`src/rtl/dds_sweep_gen_if.sv`:
```
`default_nettype none
// ============================================================================
//  Module   : dds_sweep_gen_if
//  Brief    : Control/config and accumulator-drive bundle for dds_sweep_gen.
//  Revision : 1.0 - initial release
// ============================================================================
interface dds_sweep_gen_if #(
    parameter int PHASE_INC_WIDTH = 16,
    parameter int PHASE_ACC_WIDTH = 16,
    parameter int DWELL_WIDTH     = 16
);
    logic                       start_i;
    logic                       stop_i;
    logic                       repeat_i;
    logic                       phase_reset_i;
    logic [PHASE_INC_WIDTH-1:0] f_start_i;
    logic [PHASE_INC_WIDTH-1:0] f_stop_i;
    logic [PHASE_INC_WIDTH-1:0] f_step_i;
    logic [DWELL_WIDTH-1:0]     dwell_i;
    logic [PHASE_INC_WIDTH-1:0] phase_inc_o;
    logic                       phase_inc_ena_o;
    logic [PHASE_ACC_WIDTH-1:0] phase_load_o;
    logic                       phase_load_ena_o;
    logic                       busy_o;
    logic                       done_o;

    modport master (
        output start_i, stop_i, repeat_i, phase_reset_i,
        output f_start_i, f_stop_i, f_step_i, dwell_i,
        input  phase_inc_o, phase_inc_ena_o, phase_load_o, phase_load_ena_o,
        input  busy_o, done_o
    );

    modport slave (
        input  start_i, stop_i, repeat_i, phase_reset_i,
        input  f_start_i, f_stop_i, f_step_i, dwell_i,
        output phase_inc_o, phase_inc_ena_o, phase_load_o, phase_load_ena_o,
        output busy_o, done_o
    );
endinterface
`default_nettype wire

```
`src/rtl/dds_sweep_gen.sv`:
```
`default_nettype none
// ============================================================================
//  Module   : dds_sweep_gen
//  Brief    : Stepped linear frequency-sweep controller driving a DDS phase
//             accumulator's increment and phase-load inputs.
//  Revision : 1.0 - initial release
// ============================================================================
module dds_sweep_gen #(
    parameter int PHASE_INC_WIDTH = 16,
    parameter int PHASE_ACC_WIDTH = 16,
    parameter int DWELL_WIDTH     = 16
) (
    input  wire logic          clk_i,
    input  wire logic          rst_i,
    dds_sweep_gen_if.slave     bus
);

    typedef enum logic [0:0] {
        ST_IDLE = 1'b0,
        ST_RUN  = 1'b1
    } state_t;

    localparam logic [DWELL_WIDTH-1:0] c_DWELL_ONE = {{(DWELL_WIDTH-1){1'b0}}, 1'b1};

    state_t                     r_state,       w_state_nxt;
    logic                       r_up,          w_up_nxt;
    logic                       r_repeat,      w_repeat_nxt;
    logic                       r_phase_reset, w_phase_reset_nxt;
    logic [PHASE_INC_WIDTH-1:0] r_f_start,     w_f_start_nxt;
    logic [PHASE_INC_WIDTH-1:0] r_f_stop,      w_f_stop_nxt;
    logic [PHASE_INC_WIDTH-1:0] r_f_step,      w_f_step_nxt;
    logic [DWELL_WIDTH-1:0]     r_dwell,       w_dwell_nxt;
    logic [DWELL_WIDTH-1:0]     r_dwell_cnt,   w_dwell_cnt_nxt;
    logic [PHASE_INC_WIDTH-1:0] r_phase_inc,   w_phase_inc_nxt;
    logic                       r_inc_ena,     w_inc_ena_nxt;
    logic                       r_load_ena,    w_load_ena_nxt;
    logic                       r_busy,        w_busy_nxt;
    logic                       r_done,        w_done_nxt;

    logic [PHASE_INC_WIDTH:0]   w_sum;
    logic [PHASE_INC_WIDTH:0]   w_diff;
    logic [PHASE_INC_WIDTH-1:0] w_step_word;
    logic [DWELL_WIDTH-1:0]     w_dwell_eff;
    logic                       w_at_stop;
    logic                       w_dwell_end;

    // One extra bit exposes carry/borrow so the sweep clamps instead of wrapping.
    assign w_sum  = {1'b0, r_phase_inc} + {1'b0, r_f_step};
    assign w_diff = {1'b0, r_phase_inc} - {1'b0, r_f_step};

    always_comb begin
        w_step_word = w_sum[PHASE_INC_WIDTH-1:0];
        if (r_up) begin
            if (w_sum[PHASE_INC_WIDTH] || (w_sum[PHASE_INC_WIDTH-1:0] >= r_f_stop))
                w_step_word = r_f_stop;
            else
                w_step_word = w_sum[PHASE_INC_WIDTH-1:0];
        end else begin
            if (w_diff[PHASE_INC_WIDTH] || (w_diff[PHASE_INC_WIDTH-1:0] <= r_f_stop))
                w_step_word = r_f_stop;
            else
                w_step_word = w_diff[PHASE_INC_WIDTH-1:0];
        end
    end

    assign w_dwell_eff = (bus.dwell_i == '0) ? c_DWELL_ONE : bus.dwell_i;
    assign w_at_stop   = (r_phase_inc == r_f_stop);
    assign w_dwell_end = (r_dwell_cnt == c_DWELL_ONE);

    always_comb begin
        w_state_nxt       = r_state;
        w_up_nxt          = r_up;
        w_repeat_nxt      = r_repeat;
        w_phase_reset_nxt = r_phase_reset;
        w_f_start_nxt     = r_f_start;
        w_f_stop_nxt      = r_f_stop;
        w_f_step_nxt      = r_f_step;
        w_dwell_nxt       = r_dwell;
        w_dwell_cnt_nxt   = r_dwell_cnt;
        w_phase_inc_nxt   = r_phase_inc;
        w_inc_ena_nxt     = r_inc_ena;
        w_busy_nxt        = r_busy;
        w_load_ena_nxt    = 1'b0;
        w_done_nxt        = 1'b0;

        case (r_state)
            ST_IDLE: begin
                if (bus.start_i && !bus.stop_i) begin
                    w_state_nxt       = ST_RUN;
                    w_up_nxt          = (bus.f_stop_i >= bus.f_start_i);
                    w_repeat_nxt      = bus.repeat_i;
                    w_phase_reset_nxt = bus.phase_reset_i;
                    w_f_start_nxt     = bus.f_start_i;
                    w_f_stop_nxt      = bus.f_stop_i;
                    w_f_step_nxt      = bus.f_step_i;
                    w_dwell_nxt       = w_dwell_eff;
                    w_dwell_cnt_nxt   = w_dwell_eff;
                    w_phase_inc_nxt   = bus.f_start_i;
                    w_inc_ena_nxt     = 1'b1;
                    w_busy_nxt        = 1'b1;
                    w_load_ena_nxt    = bus.phase_reset_i;
                end
            end
            ST_RUN: begin
                // Abort wins over completion arriving in the same cycle.
                if (bus.stop_i) begin
                    w_state_nxt   = ST_IDLE;
                    w_inc_ena_nxt = 1'b0;
                    w_busy_nxt    = 1'b0;
                end else if (w_dwell_end) begin
                    w_dwell_cnt_nxt = r_dwell;
                    if (w_at_stop) begin
                        w_done_nxt = 1'b1;
                        if (r_repeat) begin
                            w_phase_inc_nxt = r_f_start;
                            w_load_ena_nxt  = r_phase_reset;
                        end else begin
                            w_state_nxt   = ST_IDLE;
                            w_inc_ena_nxt = 1'b0;
                            w_busy_nxt    = 1'b0;
                        end
                    end else begin
                        w_phase_inc_nxt = w_step_word;
                    end
                end else begin
                    w_dwell_cnt_nxt = r_dwell_cnt - c_DWELL_ONE;
                end
            end
            default: w_state_nxt = ST_IDLE;
        endcase
    end

    always_ff @(posedge clk_i) begin
        if (rst_i) begin
            r_state       <= ST_IDLE;
            r_up          <= 1'b0;
            r_repeat      <= 1'b0;
            r_phase_reset <= 1'b0;
            r_f_start     <= '0;
            r_f_stop      <= '0;
            r_f_step      <= '0;
            r_dwell       <= '0;
            r_dwell_cnt   <= '0;
            r_phase_inc   <= '0;
            r_inc_ena     <= 1'b0;
            r_load_ena    <= 1'b0;
            r_busy        <= 1'b0;
            r_done        <= 1'b0;
        end else begin
            r_state       <= w_state_nxt;
            r_up          <= w_up_nxt;
            r_repeat      <= w_repeat_nxt;
            r_phase_reset <= w_phase_reset_nxt;
            r_f_start     <= w_f_start_nxt;
            r_f_stop      <= w_f_stop_nxt;
            r_f_step      <= w_f_step_nxt;
            r_dwell       <= w_dwell_nxt;
            r_dwell_cnt   <= w_dwell_cnt_nxt;
            r_phase_inc   <= w_phase_inc_nxt;
            r_inc_ena     <= w_inc_ena_nxt;
            r_load_ena    <= w_load_ena_nxt;
            r_busy        <= w_busy_nxt;
            r_done        <= w_done_nxt;
        end
    end

    assign bus.phase_inc_o      = r_phase_inc;
    assign bus.phase_inc_ena_o  = r_inc_ena;
    assign bus.phase_load_o     = {PHASE_ACC_WIDTH{1'b0}};
    assign bus.phase_load_ena_o = r_load_ena;
    assign bus.busy_o           = r_busy;
    assign bus.done_o           = r_done;

endmodule
`default_nettype wire

```
`src/flat_wrapper.sv`:
```
// flat-port wrapper written by rule: the top's interface ports become plain ports
module dds_sweep_gen_flat 
#(
    parameter int PHASE_INC_WIDTH = 16,
    parameter int PHASE_ACC_WIDTH = 16,
    parameter int DWELL_WIDTH     = 16
)
  (clk_i, rst_i, bus_start_i, bus_stop_i, bus_repeat_i, bus_phase_reset_i, bus_f_start_i, bus_f_stop_i, bus_f_step_i, bus_dwell_i, bus_phase_inc_o, bus_phase_inc_ena_o, bus_phase_load_o, bus_phase_load_ena_o, bus_busy_o, bus_done_o);
  dds_sweep_gen_if #(.PHASE_INC_WIDTH(PHASE_INC_WIDTH), .PHASE_ACC_WIDTH(PHASE_ACC_WIDTH), .DWELL_WIDTH(DWELL_WIDTH)) bus_i ();
  input  wire logic clk_i;
  input  wire logic rst_i;
  input wire logic [$bits(bus_i.start_i)-1:0] bus_start_i;
  input wire logic [$bits(bus_i.stop_i)-1:0] bus_stop_i;
  input wire logic [$bits(bus_i.repeat_i)-1:0] bus_repeat_i;
  input wire logic [$bits(bus_i.phase_reset_i)-1:0] bus_phase_reset_i;
  input wire logic [$bits(bus_i.f_start_i)-1:0] bus_f_start_i;
  input wire logic [$bits(bus_i.f_stop_i)-1:0] bus_f_stop_i;
  input wire logic [$bits(bus_i.f_step_i)-1:0] bus_f_step_i;
  input wire logic [$bits(bus_i.dwell_i)-1:0] bus_dwell_i;
  output wire logic [$bits(bus_i.phase_inc_o)-1:0] bus_phase_inc_o;
  output wire logic [$bits(bus_i.phase_inc_ena_o)-1:0] bus_phase_inc_ena_o;
  output wire logic [$bits(bus_i.phase_load_o)-1:0] bus_phase_load_o;
  output wire logic [$bits(bus_i.phase_load_ena_o)-1:0] bus_phase_load_ena_o;
  output wire logic [$bits(bus_i.busy_o)-1:0] bus_busy_o;
  output wire logic [$bits(bus_i.done_o)-1:0] bus_done_o;
  assign bus_i.start_i = bus_start_i;
  assign bus_i.stop_i = bus_stop_i;
  assign bus_i.repeat_i = bus_repeat_i;
  assign bus_i.phase_reset_i = bus_phase_reset_i;
  assign bus_i.f_start_i = bus_f_start_i;
  assign bus_i.f_stop_i = bus_f_stop_i;
  assign bus_i.f_step_i = bus_f_step_i;
  assign bus_i.dwell_i = bus_dwell_i;
  assign bus_phase_inc_o = bus_i.phase_inc_o;
  assign bus_phase_inc_ena_o = bus_i.phase_inc_ena_o;
  assign bus_phase_load_o = bus_i.phase_load_o;
  assign bus_phase_load_ena_o = bus_i.phase_load_ena_o;
  assign bus_busy_o = bus_i.busy_o;
  assign bus_done_o = bus_i.done_o;
  dds_sweep_gen #(.PHASE_INC_WIDTH(PHASE_INC_WIDTH), .PHASE_ACC_WIDTH(PHASE_ACC_WIDTH), .DWELL_WIDTH(DWELL_WIDTH)) u_core (.clk_i(clk_i), .rst_i(rst_i), .bus(bus_i));
endmodule
```
`config.mk`:
```
export PLATFORM = sky130hd
export DESIGN_NAME = dds_sweep_gen_flat
export DESIGN_NICKNAME = d
export VERILOG_FILES = /design/src/rtl/dds_sweep_gen_if.sv /design/src/rtl/dds_sweep_gen.sv /design/src/flat_wrapper.sv
export SDC_FILE = /design/constraint.sdc
export NUM_CORES = 1
export LEC_CHECK = 0
export CORE_MARGIN = 5
export CORE_UTILIZATION = 37
export CTS_CLUSTER_DIAMETER = 60
export DETAILED_ROUTE_END_ITERATION = 6
export PLACE_DENSITY = 0.62
export SETUP_SLACK_MARGIN = 0.5
export SLEW_MARGIN = 30
export SYNTH_ARGS = -nofsm -noshare
export SYNTH_HDL_FRONTEND = slang
export SYNTH_SLANG_ARGS = --single-unit
```
`constraint.sdc`:
```
create_clock -name clk_i -period 9.7 [get_ports clk_i]
set_input_delay 0.97 -clock clk_i [delete_from_list [all_inputs] [get_ports clk_i]]
set_output_delay 0.97 -clock clk_i [all_outputs]
set_load 0.005 [all_outputs]
```
==> impl_metrics.csv, run 1 <==
group,metric,value,unit
critical_path,setup.worst_path.end_class,"flip-flop",
logic_synthesis,synthArstFlopShare,0,
logic_synthesis,yosysSeqAreaShare,0.252,
sta,finClkSkew,15.4,ps
critical_path,cp.required,9960,ps
place,dpl.hpwl,18400,um
cts,post_cts_resized,0,
cts,cts_tree,"built",
sta,max_slew.worst_pin.slew,978,ps
critical_path,reg2reg_from,"u_core.bus.phase_inc_o[6]",
job,drv_cap,0,
logic_synthesis,synth_top_area_frac,0.252,
floorplan,coreArea,21800,um2
cts,cts.reportedPaths.clkPinSlew,80,ps
logic_synthesis,ys.flop_type,"dfxtp_1",
hold_path,hp-start,"u_core.r_f_start[9]",
drt,antenna_left,0,
sta,rsz0062_at_grt,"no",
global_routing,grt_use_met3,0.0280,
critical_path,r2r_slack,4620,ps
power,cellLeakagePower,3.84,nW
logic_synthesis,ys_warn_count,0,
finish,final_common_cell,"nand2_1",
logic_synthesis,synth_cell_types,86,
sta,timing.hold.ws,456,ps
place,globalplace.congestion,0.916,
hold_path,min_path_type,"flip-flop to flip-flop",
power,ir_drop,0.0949,mV
sta,min_period,5080,ps
drt,vias,7555,
global_routing,track_usage,0.191,
floorplan,dieHeight,159,um
critical_path,ff2ff_path_depth,16,
cts,cts_setup_buffers,0,
floorplan,ios,106,
logic_synthesis,synth_cells,1062,
global_routing,grtUsageMet1,0.283,
sta,period_share,0.523,
power,p_per_area,149,nW/um2
floorplan,die_x,159,um
global_routing,grt_pass1_wl,39700,um
global_routing,overflow,0,
finish,fillers,2259,
drt,via_per_inst,5.42,
hold_path,min_to,"u_core.r_f_start[9]",
finish,instances_no_fill,1393,
cts,cts_inserted_buffers,9,
sta,setup_tns,0,ps
critical_path,path_class,"flip-flop to flip-flop",
cts,h-tree-depth,3,
finish,fin_nets,1262,
global_routing,grt_pass1_vias,7282,
sta,max_slew_margin,0.348,
cts,ctsHoldBuffers,0,
floorplan,std_cell_rows,54,
logic_synthesis,synth.area.top_cells,"dfxtp_1 (25%), ha_1 (13%), nand2_1 (8.3%)",
sta,hold_violations,0,
sta,finalSetupViolations,0,
power,p_total,1.40,mW
hold_path,worstHoldPathCells,2,
global_routing,grt_max_degree,69,
logic_synthesis,ys_ff_latch,103,
logic_synthesis,syn_avg_cell_area,7.71,um2
floorplan,dieArea,25200,um2
drt,first_pass_iters,5,
finish,area_delta_synth_final,15.3,%
cts,clk_path_buf_depth,2,
global_routing,grt_use_met2,0.291,
critical_path,r2r_end,"u_core.bus.phase_inc_o[10]",
finish,n_antenna_cell,0,
global_routing,grt_antenna_before_repair,0,
outcome,run_status,"complete, no violations",
finish,drive_above_1_share,0.0557,
place,numPortBuffers,89,
drt,drc_errors,0,
critical_path,worst-path-max-fanout,17,
cts,clock_sinks,103,
place,dp_cells,1377,
cts,cts_root_buf,"clkbuf_16",
cts,clk_latency,370,ps
finish,final_cell_mix,"nand2_1 (180), a21oi_1 (132), dfxtp_1 (103)",
floorplan,initial_core_util,0.375,
drt,drtIter0Drc,508,
critical_path,cp-start-kind,"flip-flop",
global_routing,grt.busiest_layer,"met2",
logic_synthesis,yosys.area.top_type,"dfxtp_1",
sta,maxSlewViolCount,0,
critical_path,arrival,5330,ps
drt,wire_per_inst,17.8,um
logic_synthesis,synth.cell_area,8180,um2
drt,drt-total-wl,24900,um
sta,timing.fmax,0.197,GHz
logic_synthesis,synth_edf_count,0,
==> how the worst max path moves through the flow <==
stage | from | endpoint | slack (ps) | cells past startpoint
after floorplan | u_core.bus.phase_inc_o[0] | u_core.bus.phase_inc_o[10] | 5540 | 19
after global placement | u_core.bus.phase_inc_o[6] | u_core.bus.phase_inc_o[14] | 4760 | 16
after detailed placement | u_core.bus.phase_inc_o[6] | u_core.bus.phase_inc_o[10] | 4660 | 16
after CTS | u_core.bus.phase_inc_o[6] | u_core.bus.phase_inc_o[10] | 4650 | 16
after global routing | u_core.bus.phase_inc_o[6] | u_core.bus.phase_inc_o[2] | 4250 | 16
final | u_core.bus.phase_inc_o[6] | u_core.bus.phase_inc_o[10] | 4620 | 16
==> metrics by stage <==
stage | instance area [um2] | utilization | worst slack, ps
6_report | 9430 | 0.432 | 4620
5_1_grt | 9430 | 0.432 | 4250
4_1_cts | 9430 | 0.432 | 4650
3_5_place_dp | 9120 | 0.418 | 4660
3_3_place_gp | 9120 | 0.418 | 4760
2_1_floorplan | 8240 | - | 5540
==> power breakdown <==
| part | switching [mW] | internal [mW] | leakage, nW | total [mW] |
|---|---|---|---|---|
| clock network | 0.202 | 0.186 | 0.151 | 0.388 |
| logic | 0.304 | 0.236 | 2.84 | 0.540 |
| registers | 0.0307 | 0.446 | 0.843 | 0.477 |
| total | 0.537 | 0.868 | 3.84 | 1.40 |
==> registers in the layout (all words and copies together) (netlist names) <==
register,flops
u_core.bus.done_o,1
u_core.bus.phase_inc_ena_o,1
u_core.bus.phase_inc_o,16
u_core.bus.phase_load_ena_o,1
u_core.r_dwell,16
u_core.r_dwell_cnt,16
u_core.r_f_start,16
u_core.r_f_step,16
u_core.r_f_stop,16
u_core.r_phase_reset,1
u_core.r_repeat,1
u_core.r_state,1
u_core.r_up,1
==> cell usage after synthesis (4+ instances only) <==
| cell | number |
|---|---|
| xnor2_1 | 25 |
| a21oi_1 | 132 |
| o211ai_1 | 8 |
| nand2_1 | 181 |
| nor3_1 | 20 |
| buf_1 | 6 |
| o221ai_1 | 8 |
| nand4_1 | 8 |
| clkbuf_1 | 39 |
| a221oi_1 | 13 |
| o21ai_0 | 24 |
| o21bai_1 | 4 |
| mux2_2 | 8 |
| inv_2 | 4 |
| nor2b_1 | 5 |
| a211oi_1 | 18 |
| inv_1 | 72 |
| and3_1 | 6 |
| o31ai_1 | 4 |
| a221oi_2 | 4 |
| buf_4 | 23 |
| nor2_1 | 62 |
| nor4_1 | 10 |
| or3_1 | 8 |
| a31oi_1 | 9 |
| dfxtp_1 | 103 |
| ha_1 | 82 |
| nand3_1 | 18 |
| a21o_1 | 13 |
| xor2_1 | 26 |
| or2_2 | 4 |
| nand2b_1 | 6 |
| a2111oi_0 | 4 |
| mux2i_1 | 30 |
==> kinds of logic (layout without fill, tap and decap cells) <==
logic type	Yosys count	count (layout)	synth area share
mux	38	38	0.0477
xor+xnor	51	51	0.0546
buf+inv	151	187	0.0844
flops	103	103	0.252
simple gates	350	350	0.198
other cells	1	16	0.000458
fa+ha+maj	84	84	0.130
compound gates	284	284	0.232
==> layout make-up <==
class / instances / area [um2] / area share
inverters: 76 / 285 / 0.0302
repair buffers: 95 / 933 / 0.0990
clock inverters: 7 / 86.3 / 0.00915
multi-input cells: 823 / 5490 / 0.582
flip-flops and latches: 103 / 2060 / 0.219
well taps: 280 / 350 / 0.0371
clock buffers: 9 / 225 / 0.0239
==> per-layer routing <==
metal	vias up	routed length, um
li1	3807	-
met1	3541	12800
met2	185	10600
met3	22	1100
met4	0	352
met5	-	0
==> critical path: stages (launching register included) <==
cell,delay (ps)
dfxtp_1,410
ha_1,420
inv_1,160
a21oi_1,200
or4b_1,520
a21o_1,230
nand2_1,100
xor2_1,320
ha_1,310
a21oi_1,130
o21ai_0,110
a221oi_1,300
o31a_1,230
o31a_1,800
mux2i_1,270
mux2i_1,100
o311a_1,340
Note: power is estimated with default switching activity, not from simulation.
==> inputs of run 2 (changes only) <==
==> constraint.sdc (replaced) <==
create_clock -name clk_i -period 5.3 [get_ports clk_i]
set_input_delay 0.53 -clock clk_i [delete_from_list [all_inputs] [get_ports clk_i]]
set_output_delay 0.53 -clock clk_i [all_outputs]
set_load 0.005 [all_outputs]
==> impl_metrics.csv, run 2 (synthesis results as in run 1) <==
group,metric,value,unit
floorplan,die_x,159,um
floorplan,ios,106,
sta,rsz0062_at_grt,"no",
critical_path,path_class,"flip-flop to flip-flop",
finish,n_antenna_cell,0,
job,drv_cap,0,
hold_path,min_to,"u_core.r_f_start[9]",
global_routing,grt_max_degree,69,
cts,cts.reportedPaths.clkPinSlew,80,ps
sta,period_share,0.853,
cts,clock_sinks,103,
place,dpl.hpwl,19300,um
sta,min_period,4520,ps
drt,drtIter0Drc,522,
floorplan,std_cell_rows,54,
sta,timing.hold.ws,453,ps
critical_path,cp.required,5610,ps
finish,final_common_cell,"nand2_1",
global_routing,grt_pass1_wl,40800,um
finish,drive_above_1_share,0.0695,
sta,finClkSkew,16.7,ps
critical_path,r2r_end,"u_core.bus.phase_inc_o[12]",
cts,cts_tree,"built",
sta,timing.fmax,0.221,GHz
hold_path,min_path_type,"flip-flop to flip-flop",
floorplan,initial_core_util,0.375,
power,cellLeakagePower,3.89,nW
drt,drt-total-wl,25700,um
finish,fin_nets,1272,
critical_path,reg2reg_from,"u_core.bus.phase_inc_o[3]",
critical_path,worst-path-max-fanout,14,
global_routing,overflow,0,
critical_path,setup.worst_path.end_class,"flip-flop",
finish,final_cell_mix,"nand2_1 (180), a21oi_1 (131), dfxtp_1 (102)",
sta,hold_violations,0,
cts,cts_inserted_buffers,9,
outcome,run_status,"complete, no violations",
floorplan,dieHeight,159,um
sta,max_slew_margin,0.424,
drt,first_pass_iters,5,
floorplan,coreArea,21800,um2
place,globalplace.congestion,0.929,
drt,via_per_inst,5.45,
critical_path,r2r_slack,780,ps
hold_path,worstHoldPathCells,2,
sta,max_slew.worst_pin.slew,861,ps
sta,setup_tns,0,ps
sta,finalSetupViolations,0,
drt,wire_per_inst,18.3,um
power,p_total,2.62,mW
drt,vias,7649,
sta,maxSlewViolCount,0,
cts,ctsHoldBuffers,0,
drt,antenna_left,0,
global_routing,grt_pass1_vias,7291,
cts,h-tree-depth,3,
global_routing,grt_antenna_before_repair,0,
cts,clk_path_buf_depth,2,
place,numPortBuffers,89,
global_routing,track_usage,0.196,
cts,clk_latency,370,ps
drt,drc_errors,0,
critical_path,cp-start-kind,"flip-flop",
power,p_per_area,275,nW/um2
hold_path,hp-start,"u_core.r_f_start[9]",
cts,cts_root_buf,"clkbuf_16",
critical_path,ff2ff_path_depth,16,
power,ir_drop,0.187,mV
critical_path,arrival,4830,ps
finish,area_delta_synth_final,16.5,%
floorplan,dieArea,25200,um2
run 2: cell count changes in the layout (fill, tap and decap cells not counted), sizes merged:
cell,previous run,this run
clkinv,4,2
inv,79,81
buf,7,17
run 2: layer usage:
metal	wire (um)	track usage	vias up
met4	414	0.0469	0
met5	0	0	-
met1	13100	0.295	3593
li1	-	-	3840
met3	1030	0.0241	25
met2	11100	0.298	191
run 2: stage by stage:
step                      cell area, um2  std cells   util  setup slack, ps
after floorplan                     8240       1077      -             1140
after global placement              9210       1387  0.422              685
after detailed placement            9210       1387  0.422              602
after CTS                           9500       1403  0.436              582
after global routing                9530       1403  0.437              502
final                               9530       1403  0.437              778
run 2: how the worst max path moves through the flow:
stage                                    from                         end  slack, ps  depth (start not counted)
floorplan           u_core.bus.phase_inc_o[0]  u_core.bus.phase_inc_o[10]       1140                         19
global placement    u_core.bus.phase_inc_o[6]  u_core.bus.phase_inc_o[10]        690                         17
detailed placement  u_core.bus.phase_inc_o[0]  u_core.bus.phase_inc_o[12]        600                         19
CTS                 u_core.bus.phase_inc_o[0]  u_core.bus.phase_inc_o[12]        580                         19
global route               u_core.r_f_step[6]   u_core.bus.phase_inc_o[7]        500                         18
finish              u_core.bus.phase_inc_o[3]  u_core.bus.phase_inc_o[12]        780                         16
run 2: report_power, final:
| group | switching [mW] | internal (mW) | leakage [nW] |
|---|---|---|---|
| combinational | 0.586 | 0.463 | 2.90 |
| clock | 0.364 | 0.337 | 0.147 |
| sequential | 0.0533 | 0.816 | 0.843 |
run 2: timing repair:
action | in CTS | in global routing
endpoints found under the setup margin | 0 | 15
setup buffers | 0 | 0
resized for setup | 0 | 8
hold endpoints to repair | 0 | 0
run 2: final cells by class:
| class | instances | area [um2] |
|---|---|---|
| fillers | 2220 | 12300 |
| clock buffers | 9 | 225 |
| clock inverters | 7 | 70.1 |
| well taps | 280 | 350 |
| flip-flops and latches | 103 | 2060 |
| inverters | 76 | 285 |
| repair buffers | 105 | 1020 |
| multi-input cells | 823 | 5510 |
run 2: worst max-delay path, stage by stage (launching register included):
cell and delay (ps):
dfxtp_1 400, ha_1 300, or4_1 540, o22ai_1 350, o21ai_1 270, a21oi_1 250
xnor2_1 190, inv_1 70, ha_1 300, nand4_1 110, a2111o_1 300, o211a_1 180
nor3_4 260, buf_12 200, mux2i_1 110, a2111oi_1 430, a32o_1 180
==> inputs of run 3 (changes only) <==
--- a/config.mk
+++ b/config.mk
@@ -6,10 +6,10 @@
 export NUM_CORES = 1
 export LEC_CHECK = 0
 export CORE_MARGIN = 5
-export CORE_UTILIZATION = 37
+export CORE_UTILIZATION = 40
 export CTS_CLUSTER_DIAMETER = 60
 export DETAILED_ROUTE_END_ITERATION = 6
-export PLACE_DENSITY = 0.62
+export PLACE_DENSITY = 0.66
 export SETUP_SLACK_MARGIN = 0.5
 export SLEW_MARGIN = 30
 export SYNTH_ARGS = -nofsm -noshare
==> impl_metrics.csv, run 3 (synthesis results as in run 1) <==
group,metric,value,unit
sta,finClkSkew,7.57,ps
cts,cts_tree,"built",
global_routing,grt_max_degree,56,
cts,clk_latency,370,ps
drt,wire_per_inst,17.5,um
floorplan,dieHeight,153,um
drt,drt-total-wl,24300,um
sta,setup_tns,0,ps
global_routing,grt_pass1_wl,38800,um
power,cellLeakagePower,3.89,nW
drt,drc_errors,0,
power,ir_drop,0.164,mV
floorplan,initial_core_util,0.406,
cts,clock_sinks,103,
outcome,run_status,"complete, no violations",
global_routing,grt_pass1_vias,7190,
critical_path,worst-path-max-fanout,11,
critical_path,cp.required,5550,ps
critical_path,setup.worst_path.end_class,"flip-flop",
drt,drtIter0Drc,634,
sta,finalSetupViolations,0,
floorplan,die_x,153,um
critical_path,max_stage_delay,420,ps
cts,h-tree-depth,3,
drt,antenna_left,0,
finish,drive_above_1_share,0.0686,
power,p_per_area,272,nW/um2
place,numPortBuffers,89,
finish,area_delta_synth_final,16.4,%
drt,via_per_inst,5.52,
finish,n_antenna_cell,0,
sta,timing.fmax,0.220,GHz
critical_path,cp-start-kind,"flip-flop",
cts,cts.reportedPaths.clkPinSlew,80,ps
sta,max_slew_margin,0.453,
finish,fin_nets,1272,
floorplan,std_cell_rows,52,
cts,clk_path_buf_depth,2,
drt,vias,7687,
place,dpl.hpwl,18300,um
critical_path,arrival,4800,ps
sta,min_period,4550,ps
sta,timing.hold.ws,453,ps
finish,fillers,2034,
floorplan,coreArea,20200,um2
finish,final_cell_mix,"nand2_1 (180), a21oi_1 (132), dfxtp_1 (103)",
place,globalplace.congestion,0.914,
sta,period_share,0.858,
finish,final_common_cell,"nand2_1",
drt,first_pass_iters,5,
critical_path,path_class,"flip-flop to flip-flop",
critical_path,cp_slowest_cell,"fa_1",
sta,rsz0062_at_grt,"yes",
cts,cts_inserted_buffers,9,
critical_path,crit_chain,"buf_4, ha_1, fa_1, nor2b_1, o211ai_2, a31oi_1, a211oi_2, xnor2_1, ha_1, and4_1, a221oi_2, o31a_1, o31a_1, buf_6, mux2i_1, mux2i_1, o311a_1",
sta,max_slew.worst_pin.slew,819,ps
job,drv_cap,0,
cts,cts_root_buf,"clkbuf_16",
sta,maxSlewViolCount,0,
finish,post-route-util,0.472,
floorplan,ios,106,
global_routing,overflow,0,
global_routing,grt_antenna_before_repair,0,
sta,hold_violations,0,
global_routing,track_usage,0.202,
hold_path,min_path_type,"flip-flop to flip-flop",
floorplan,dieArea,23400,um2
==> run 3: changes by cell type in the layout (fill, tap and decap cells not counted), sizes merged <==
cell and change:
clkinv +1, clkinvlp +1, inv -2
==> run 3: metrics by stage <==
stage	worst slack (ps)	area (um2)	total power, mW	cells
2_1_floorplan	1140	8240	1.61	1077
3_5_place_dp	649	9180	1.88	1376
5_1_grt	483	9520	2.75	1393
3_3_place_gp	720	9180	1.87	1376
4_1_cts	634	9480	2.58	1392
6_report	755	9520	2.59	1393
==> run 3: timing repair <==
item,CTS,global route
hold buffers,0,0
setup buffers,0,1
endpoints found under the hold margin,0,0
resized for setup,0,8
setup endpoints to repair,0,14
==> run 3: critical path: cells and delay by family, from the launching register on <==
family	cells	cell delay, ps
flip-flops	1	310
AND/OR/NAND/NOR	2	410
multiplexers	2	290
XOR/XNOR	1	250
AO/OA/AOI/OAI	7	1850
buffers and inverters	2	340
adder cells (fa/ha/maj)	3	970
==> run 3: report_power, final <==
group | switching (mW) | internal [mW] | total, mW
combinational | 0.577 | 0.458 | 1.04
sequential | 0.0511 | 0.816 | 0.867
clock | 0.357 | 0.335 | 0.692
total | 0.985 | 1.61 | 2.59
==> run 3: layout make-up <==
class | count | area, um2 | area share
clock buffer | 9 | 225 | 0.0236
clock inverter | 7 | 77.6 | 0.00815
inverter | 76 | 285 | 0.0300
multi-input combinational | 823 | 5520 | 0.580
sequential | 103 | 2060 | 0.217
tap | 270 | 338 | 0.0355
timing repair buffer | 105 | 1010 | 0.106
==> run 3: final timing paths <==
kind                                   from                         end  slack [ps]  cells after the start
setup / recovery  u_core.bus.phase_inc_o[0]  u_core.bus.phase_inc_o[10]         750                     17
hold / removal         u_core.r_f_start[12]        u_core.r_f_start[12]         450                      2
setup reg to reg  u_core.bus.phase_inc_o[0]  u_core.bus.phase_inc_o[10]         750                     17
hold reg to reg        u_core.r_f_start[12]        u_core.r_f_start[12]         450                      2
==> run 3: layer usage <==
metal / wire, um / GRT usage / vias to the layer above
met5: 0 / 0 / -
met4: 479 / 0.0569 / 0
met3: 1450 / 0.0274 / 32
met2: 10300 / 0.297 / 250
met1: 12100 / 0.306 / 3570
li1: - / - / 3835
==> edit, RTL diff (flow settings as in run 2) <==
`PHASE_INC_WIDTH` is set to 16 in 3 places; all go to 18.
--- a/src/rtl/dds_sweep_gen_if.sv
+++ b/src/rtl/dds_sweep_gen_if.sv
@@ -6,5 +6,5 @@
 // ============================================================================
 interface dds_sweep_gen_if #(
-    parameter int PHASE_INC_WIDTH = 16,
+    parameter int PHASE_INC_WIDTH = 18,
     parameter int PHASE_ACC_WIDTH = 16,
     parameter int DWELL_WIDTH     = 16
--- a/src/rtl/dds_sweep_gen.sv
+++ b/src/rtl/dds_sweep_gen.sv
@@ -7,5 +7,5 @@
 // ============================================================================
 module dds_sweep_gen #(
-    parameter int PHASE_INC_WIDTH = 16,
+    parameter int PHASE_INC_WIDTH = 18,
     parameter int PHASE_ACC_WIDTH = 16,
     parameter int DWELL_WIDTH     = 16
--- a/src/flat_wrapper.sv
+++ b/src/flat_wrapper.sv
@@ -2,5 +2,5 @@
 module dds_sweep_gen_flat 
 #(
-    parameter int PHASE_INC_WIDTH = 16,
+    parameter int PHASE_INC_WIDTH = 18,
     parameter int PHASE_ACC_WIDTH = 16,
     parameter int DWELL_WIDTH     = 16
Interface: changed (resized bus_f_start_i, bus_f_step_i, bus_f_stop_i and bus_phase_inc_o); port bits go from 106 to 114. No check against the original RTL was run, so the function may have changed too.
==> edit against run 2 <==
  * Power grew 14%
  * Die area grew 11%
  * Largest power group unchanged
  * Wire length grew 14%
  * Worst setup slack lost 0.10 ns
  * Sequential cell count grew 8
  * Area after synthesis grew 12%
  * Worst hold slack gained 0.0016 ns
  * Final area grew 13%
==> edit: results <==
group,metric,value,unit
grt,grt_max_degree,72,
placed_design,gp_routability_congestion,0.924,
clock_network,clock-root-buffer,"clkbuf_16",
route,vias,8787,
placed_design,io_buffer_count,97,
grt,grt.met1_usage,31.1,%
logic_synthesis,yosysSeqAreaShare,24.3,%
logic_synthesis,avgSynthCellArea,7.59,um2
grt,grt_util_met3,3.68,%
logic_synthesis,synth_common_cells,"180 x nand2_1, 138 x a21oi_1, 111 x dfxtp_1",
power,leakage,4.37,nW
grt,grt_pass1_wl,46.4,mm
worst_setup_path,r2r-start,"u_core.r_f_step[6]",
logic_synthesis,synth_cell_type_count,76,
worst_setup_path,worstPathMaxFanout,14,
clock_network,cts_made_buffers,9,
outcome,outcome,"complete, no violations",
route,drt_wl_total,29.3,mm
worst_setup_path,reg2reg_depth,19,
finish,nNetsFinal,1438,
placed_design,place_ws,0.358,ns
route,dr.pass1.iters,6,
grt,met2_usage,29.5,%
worst_setup_path,r2r_slack,0.68,ns
worst_hold_path,hold_end,"u_core.r_dwell[4]",
finish,layout-drive-gt1-share,9.19,%
sta,fmax,216,MHz
sta,whs,0.455,ns
logic_synthesis,synthTopCellsByArea,"dfxtp_1 24%, ha_1 13%, a21oi_1 7.6%",
placed_design,place_hpwl,22.6,mm
worst_hold_path,min_from,"u_core.r_dwell[4]",
clock_network,clock_latency,0.37,ns
sta,worst_pin_slew,0.880,ns
grt,track_usage,20.4,%
sta,clock_skew,0.0130,ns
grt,grt_pass1_vias,8210,
placed_design,place_area,0.0103,mm2
worst_setup_path,r2r-end,"u_core.bus.phase_inc_o[4]",
route,wl_per_cell,18.3,um
route,drt_iter0_drc,826,
placed_design,placed_cells,1572,
power,ir_drop,0.145,mV
edit: cell types whose count changed in the layout (fill, tap and decap cells not counted), sizes merged, moves of 7 or more:
| cell | before | now |
|---|---|---|
| o21ai | 26 | 65 |
| dfxtp | 103 | 111 |
| nor2 | 62 | 81 |
| nand2b | 6 | 25 |
| clkdlybuf4s50 | 88 | 96 |
| mux2i | 30 | 16 |
| inv | 81 | 90 |
| o221a | 3 | 10 |
| buf | 17 | 29 |
| ha | 82 | 92 |
| nor4 | 12 | 19 |
edit: critical path, stage by stage (launching register included):
cell	delay [ns]
dfxtp_1	0.37
inv_1	0.06
ha_1	0.40
a21oi_2	0.21
nand2b_1	0.07
o21a_1	0.22
o41ai_4	0.30
o21ai_0	0.15
o41ai_2	0.25
xnor2_1	0.24
inv_1	0.09
ha_1	0.33
nand4_1	0.16
nor4_1	0.33
a32oi_1	0.22
o211ai_4	0.26
buf_4	0.21
mux2_2	0.33
a21oi_1	0.18
a221oi_2	0.08
edit: metal layers:
layer	vias to the layer above	wire (um)
met5	-	0
met4	0	576
met3	32	2150
met2	322	12100
met1	4085	14400
li1	4348	-
edit: what timing repair did:
| action | CTS | global route |
|---|---|---|
| gates resized for setup | 3 | 18 |
| endpoints found under the setup margin | 15 | 18 |
| hold endpoints to repair | 0 | 0 |
| pin swaps | 0 | 2 |
| buffers inserted | 0 | 9 |
edit: how the worst max path moves through the flow:
| stage | from | to |
|---|---|---|
| finish | u_core.r_f_step[6] | u_core.bus.phase_inc_o[4] |
| global route | u_core.bus.phase_inc_o[0] | u_core.bus.phase_inc_o[16] |
| CTS | u_core.bus.phase_inc_o[1] | u_core.bus.phase_inc_o[16] |
| detailed placement | u_core.r_f_step[4] | u_core.bus.phase_inc_o[16] |
| global placement | u_core.r_f_step[4] | u_core.bus.phase_inc_o[16] |
| floorplan | u_core.bus.phase_inc_o[4] | u_core.bus.phase_inc_o[12] |
edit: final cells by class:
cell class	instances	area, um2
timing repair buffer	125	1180
clock buffer	9	225
inverter	87	327
sequential	111	2230
multi-input combinational	934	6310
tap	324	405
fill	2456	13500
clock inverter	7	100
edit: logic make-up (layout without fill, tap and decap cells):
family | Yosys count | count (layout) | synth area share, %
AO/OA/AOI/OAI | 349 | 349 | 26.1
XOR/XNOR | 59 | 59 | 5.65
adder cells (fa/ha/maj) | 94 | 94 | 13.0
buffers and inverters | 175 | 228 | 8.43
flip-flops | 111 | 111 | 24.3
multiplexers | 24 | 24 | 2.74
other | 1 | 16 | 0.0410
AND/OR/NAND/NOR | 392 | 392 | 19.7
edit: report_power, final:
part,switching (mW),total [mW],internal [mW],leakage [nW]
Combinational,0.727,1.27,0.543,3.30
Clock,0.378,0.762,0.384,0.158
Sequential,0.0599,0.941,0.881,0.910
Total,1.16,2.97,1.81,4.37
